--- config.mk ---
export PLATFORM = sky130hd
export DESIGN_NAME = fwd_hazard_unit
export DESIGN_NICKNAME = d
export VERILOG_FILES = /design/src/rtl/fwd_pkg.sv /design/src/rtl/fwd_match.sv /design/src/rtl/fwd_hazard_unit.sv
export SDC_FILE = /design/constraint.sdc
export NUM_CORES = 1
export LEC_CHECK = 0
export CORE_ASPECT_RATIO = 1.75
export CORE_MARGIN = 1.5
export CORE_UTILIZATION = 50
export CTS_CLUSTER_DIAMETER = 100
export CTS_CLUSTER_SIZE = 25
export DETAILED_ROUTE_END_ITERATION = 16
export PLACE_DENSITY = 0.9
export SYNTH_ARGS = -nofsm -noshare
export SYNTH_HDL_FRONTEND = slang
export SYNTH_SLANG_ARGS = --single-unit
--- constraint.sdc ---
create_clock -name clk -period 5.43 [get_ports clk]
set_clock_uncertainty 0.2 [all_clocks]
set_input_delay 1.629 -clock clk [delete_from_list [all_inputs] [get_ports clk]]
set_output_delay 1.629 -clock clk [all_outputs]
set_load 0.005 [all_outputs]
--- src/rtl/fwd_pkg.sv ---
// Shared types for the forwarding/hazard unit: the pipeline tag record
// and the forwarding select encoding (SEL_RF = register file).
package fwd_pkg;

  localparam int RD_W   = 8;
  localparam int SEL_RF = 0;

  typedef struct packed {
    logic            valid;
    logic            regwrite;
    logic            is_load;
    logic [RD_W-1:0] rd;
  } tag_t;

  function automatic logic wr_live(tag_t t);
    return t.valid & t.regwrite & (t.rd != '0);
  endfunction

endpackage

--- src/rtl/fwd_match.sv ---
// Priority comparator: one EX source against tags 1..DEPTH, youngest wins.
// In: src, used, live[k], rd[k]. Out: sel (0 = register file, k = stage k).
module fwd_match
  import fwd_pkg::*;
#(
  parameter int AW    = 5,
  parameter int DEPTH = 2,
  parameter int SW    = 2
) (
  input  logic [AW-1:0]               src,
  input  logic                        used,
  input  logic [DEPTH:1]              live,
  input  logic [DEPTH:1][RD_W-1:0]    rd,
  output logic [SW-1:0]               sel
);

  always_comb begin
    sel = SW'(SEL_RF);
    if (used && src != '0) begin
      // walk oldest to youngest so the smallest k overwrites last
      for (int k = DEPTH; k >= 1; k--) begin
        if (live[k] && rd[k] == RD_W'(src)) sel = SW'(k);
      end
    end
  end

endmodule

--- src/rtl/fwd_hazard_unit.sv ---
// Forwarding selects for EX and load-use stall for ID; stall_cnt only
// when FWD_STALL_CNT_EN is defined. Ports: clk, rst_n, id_*, ext_stall, flush -> fwd_sel, load_use_stall, stall_cnt.
module fwd_hazard_unit
  import fwd_pkg::*;
#(
  parameter  int NUM_SRC    = 2,
  parameter  int AW         = 5,
  parameter  int DEPTH      = 2,
  parameter  int LOAD_STAGE = 2,
  localparam int SW         = $clog2(DEPTH + 1)
) (
  input  logic                  clk,
  input  logic                  rst_n,
  input  logic                  id_valid,
  input  logic                  id_regwrite,
  input  logic                  id_is_load,
  input  logic [AW-1:0]         id_rd,
  input  logic [NUM_SRC*AW-1:0] id_src,
  input  logic [NUM_SRC-1:0]    id_src_used,
  input  logic                  ext_stall,
  input  logic                  flush,
  output logic [NUM_SRC*SW-1:0] fwd_sel,
  output logic                  load_use_stall,
  output logic [15:0]           stall_cnt
);

  tag_t                  tag_q [0:DEPTH];
  tag_t                  tag_d [0:DEPTH];
  logic [NUM_SRC*AW-1:0] ex_src_q, ex_src_d;
  logic [NUM_SRC-1:0]    ex_used_q, ex_used_d;

  logic [DEPTH:1]            live;
  logic [DEPTH:1][RD_W-1:0]  rd_k;
  logic                      ld_hit;

  always_comb begin
    for (int k = 1; k <= DEPTH; k++) begin
      live[k] = wr_live(tag_q[k]);
      rd_k[k] = tag_q[k].rd;
    end
  end

  for (genvar i = 0; i < NUM_SRC; i++) begin : g_src
    fwd_match #(
      .AW   (AW),
      .DEPTH(DEPTH),
      .SW   (SW)
    ) u_match (
      .src (ex_src_q[i*AW +: AW]),
      .used(ex_used_q[i]),
      .live(live),
      .rd  (rd_k),
      .sel (fwd_sel[i*SW +: SW])
    );
  end

  // a load is not yet forwardable in stages 0..LOAD_STAGE-2
  always_comb begin
    ld_hit = 1'b0;
    for (int i = 0; i < NUM_SRC; i++) begin
      if (id_src_used[i] && id_src[i*AW +: AW] != '0) begin
        for (int k = 0; k <= DEPTH; k++) begin
          if (k <= LOAD_STAGE - 2 && wr_live(tag_q[k])
              && tag_q[k].is_load
              && tag_q[k].rd == RD_W'(id_src[i*AW +: AW]))
            ld_hit = 1'b1;
        end
      end
    end
    load_use_stall = id_valid & ~flush & ld_hit;
  end

  always_comb begin
    tag_d     = tag_q;
    ex_src_d  = ex_src_q;
    ex_used_d = ex_used_q;
    if (!ext_stall) begin
      for (int k = DEPTH; k >= 1; k--) tag_d[k] = tag_q[k-1];
      if (id_valid && !load_use_stall && !flush) begin
        tag_d[0].valid    = 1'b1;
        tag_d[0].regwrite = id_regwrite;
        tag_d[0].is_load  = id_is_load;
        tag_d[0].rd       = RD_W'(id_rd);
        ex_src_d          = id_src;
        ex_used_d         = id_src_used;
      end else begin
        tag_d[0]  = '0;
        ex_used_d = '0;
      end
    end else if (flush) begin
      tag_d[0].valid = 1'b0;
      ex_used_d      = '0;
    end
  end

  always_ff @(posedge clk or negedge rst_n) begin
    if (!rst_n) begin
      for (int k = 0; k <= DEPTH; k++) tag_q[k] <= '0;
      ex_src_q  <= '0;
      ex_used_q <= '0;
    end else begin
      for (int k = 0; k <= DEPTH; k++) tag_q[k] <= tag_d[k];
      ex_src_q  <= ex_src_d;
      ex_used_q <= ex_used_d;
    end
  end

`ifdef FWD_STALL_CNT_EN
  logic [15:0] cnt_q, cnt_d;

  always_comb begin
    cnt_d = cnt_q;
    if (load_use_stall && !ext_stall && cnt_q != 16'hFFFF)
      cnt_d = cnt_q + 16'd1;
  end

  always_ff @(posedge clk or negedge rst_n) begin
    if (!rst_n) cnt_q <= '0;
    else        cnt_q <= cnt_d;
  end

  assign stall_cnt = cnt_q;
`else
  assign stall_cnt = '0;
`endif

endmodule

==> run summary <==
- worst slack on hold paths: 0.308 ns
- worst skew pair latency: 0.29 ns
- total wirelength of the detailed-routed design: 3810 um
- Internal: 542 uW
- RePlAce Congestion: 0.874
- global route total overflow: 0
- top library cells by usage in the layout, fill and taps aside: dfrtp_1, clkdlybuf4s50_1, xnor2_1
- CTS H-Tree Depth: 2
- critical path type: in -> out
- vertical die dimension: 83.4 um
- cell-by-cell trace of the critical path: clkdlybuf4s50_1, xnor2_1, nand3_1, a211oi_2, a21oi_1, nor2_1, clkdlybuf4s50_1
- global-route wire length before repair: 6380 um
- post-placement setup slack: 0.0180 ns
- share of layout cells above drive strength 1: 0.151
- Post-route DRC: 0
- min cycle time layout: 5.31 ns
- Pre-antenna DRT Iters: 6
- status: finished, final reports clean
- Net Sw Frac: 0.245
- pwr/cell area: 314 nW/um^2
- pins over their slew limit: 0
- signed area change from the synthesized netlist to the final layout: 23.8%
- routed length per instance: 16.0 um
- cell types occupying the most area after synthesis: dfrtp_1, mux2_2, xnor2_1, buf_4, mux2_1
- crit start category: primary input
- std cell rows: 29
- PnR Total Power: 718 uW
- buffers plus inverters on the worst setup path: 2
- ant diodes: 0
- highest achievable clock rate: 188 MHz
- First DRT Iteration DRCs: 25
- power share of the clock group: 0.401
- mapped cell area: 1850 sq um
- share of synthesized area occupied by flip-flops and latches: 0.461
- unique cell type count in the Yosys netlist: 29
- minimum setup slack in the final design: 0.120 ns
- Port-buffer cells: 28
- cell at the root of the clock tree: clkbuf_8
- total half-perimeter wirelength after legalization and detailed placement: 2840 um
- area of the core: 3590 sq um
- cell family with the largest share of critical-path delay: buffers and inverters
- path category of the worst min-delay check: reg -> reg
- IO Pins: 45
- Net Switching: 176 uW
- die area: 4080 sq um
- number of antenna-violating nets in the routed design: 0
- vias in the first global route: 1342
- Die W: 48.9 um
- worst max-slew margin expressed relative to the limit: 0.366
- GR Util All Layers: 0.212
- vias per cell: 5.45
- Hold-fix buffers, CTS: 0
- number of clock sinks seen by CTS: 34
- Synth Instances: 156
- effective utilization at floorplan: 0.514
- leakage component of the power: 0.999 nW
- pin slew with the least headroom to its limit: 0.952 ns
- Logic pwr share: 0.153
- Post-DP Area: 2140 sq um
- final hold violation count: 0
- final period utilization: 0.978
- post-CTS setup repair buffer count: 0
- CP max FO: 3
- Setup TNS: 0 ns
- CP endpoint kind: primary output
- vias post-DR: 1296
- number of synthesis warnings: 0
- Crit path arrival time: 3.48 ns
- post-synthesis sequential element count: 34
- RSZ-0062 raised after global routing: no
- Critical-path top delay cell: clkdlybuf4s50_1
- Max Cap Viol: 0
- mean area per synthesized cell: 11.8 sq um
- CP Data Required Time: 3.60 ns
- dominant cell type by count on the critical path: clkdlybuf4s50_1
- dominant cell type by area after synthesis: dfrtp_1
- Total Nets Final: 215
- clock tree from TritonCTS: done
- number of filler instances in the final layout: 267
- number of buffers created by CTS: 5
- number of antenna violations at the first check in global routing: 0
- clock-pin transition on the worst setup and hold timing paths: 0.07 ns
- relative contribution of sequential cells to total power: 0.445
- clock tree buffer depth: 2
- most common cell after layout, fill and taps aside: dfrtp_1
- Final setup viols: 0
- final standard cell area without fillers: 2290 sq um
- maximum resistive drop on vdd: 207 uV
- largest net degree at the start of global routing: 35
- Crit path largest cell delay: 0.52 ns
- top cell type's share of synthesized area: 0.461
through the flow:
stage / utilization / std cells
finish: 0.636 / 238
global route: 0.636 / 238
CTS: 0.636 / 238
detailed placement: 0.595 / 230
global placement: 0.595 / 230
floorplan: - / 171
synth_stat cells:
master	count
dfrtp_1	34
xnor2_1	18
buf_4	17
mux2_2	14
xor2_1	11
mux2_1	10
a22o_1	9
nor2_1	5
nand3_1	4
nor3_1	4
or4_1	4
nand2_1	3
nand4_1	3
nor4_1	3
clkbuf_1	2
o21ai_0	2
a2111oi_4	1
a211oi_1	1
a21o_1	1
a21oi_1	1
buf_2	1
conb_1	1
nand2b_1	1
nor2b_1	1
nor4b_1	1
o211ai_1	1
o311a_1	1
o41ai_1	1
or3_1	1
registers in the layout, summed over array words and instances, names as in the netlist:
register / cells
tag_q: 12
ex_src_q: 10
rd_k: 10
ex_used_q: 2
power by group through the flow:
stage | combinational, mW | clock [mW] | sequential (mW)
final | 0.110 | 0.288 | 0.319
after global routing | 0.124 | 0.300 | 0.324
after CTS | 0.111 | 0.291 | 0.320
after detailed placement | 0.110 | 0 | 0.324
after global placement | 0.106 | 0 | 0.321
after floorplan | 0.0843 | 0 | 0.310
layout make-up:
type / count / area [sq um] / share of cell area
Clock buffer: 6 / 82.6 / 0.0361
Tap cell: 46 / 57.6 / 0.0252
Sequential cell: 34 / 851 / 0.372
Timing Repair Buffer: 33 / 318 / 0.139
Clock inverter: 2 / 60.1 / 0.0263
Multi-Input combinational cell: 117 / 917 / 0.401
logic make-up (layout without fill, tap and decap cells):
| group | after synthesis | count (layout) | synth area share |
|---|---|---|---|
| compound gates | 18 | 18 | 0.0881 |
| xor+xnor | 29 | 29 | 0.138 |
| buf+inv | 20 | 41 | 0.0759 |
| flops | 34 | 34 | 0.461 |
| mux | 24 | 24 | 0.146 |
| other cells | 1 | 16 | 0.00203 |
| simple gates | 30 | 30 | 0.0894 |
final timing paths:
kind                            startpoint              to  slack, ns  depth (start not counted)
worst max register to register   tag_q[23]     ex_src_q[1]       2.50                          6
worst max-delay path             id_src[2]  load_use_stall       0.12                          7
min in group asynchronous            rst_n       tag_q[25]       1.53                          2
worst min register to register   tag_q[32]       tag_q[32]       0.31                          1
worst min-delay path             tag_q[32]       tag_q[32]       0.31                          1
max in group asynchronous            rst_n        tag_q[9]       3.19                          2
routing by layer:
metal,vias to the layer above,routed length [um],GRT usage
met1,642,1440,0.214
met5,-,0,0
met2,41,2110,0.381
met3,13,112,0.0414
li1,600,-,-
met4,0,148,0.143
timing repair:
item,in CTS,in global routing
hold endpoints to repair,0,0
endpoints found under the setup margin,1,0
gates resized for setup,1,0
Power figures use the tool's default switching activity.
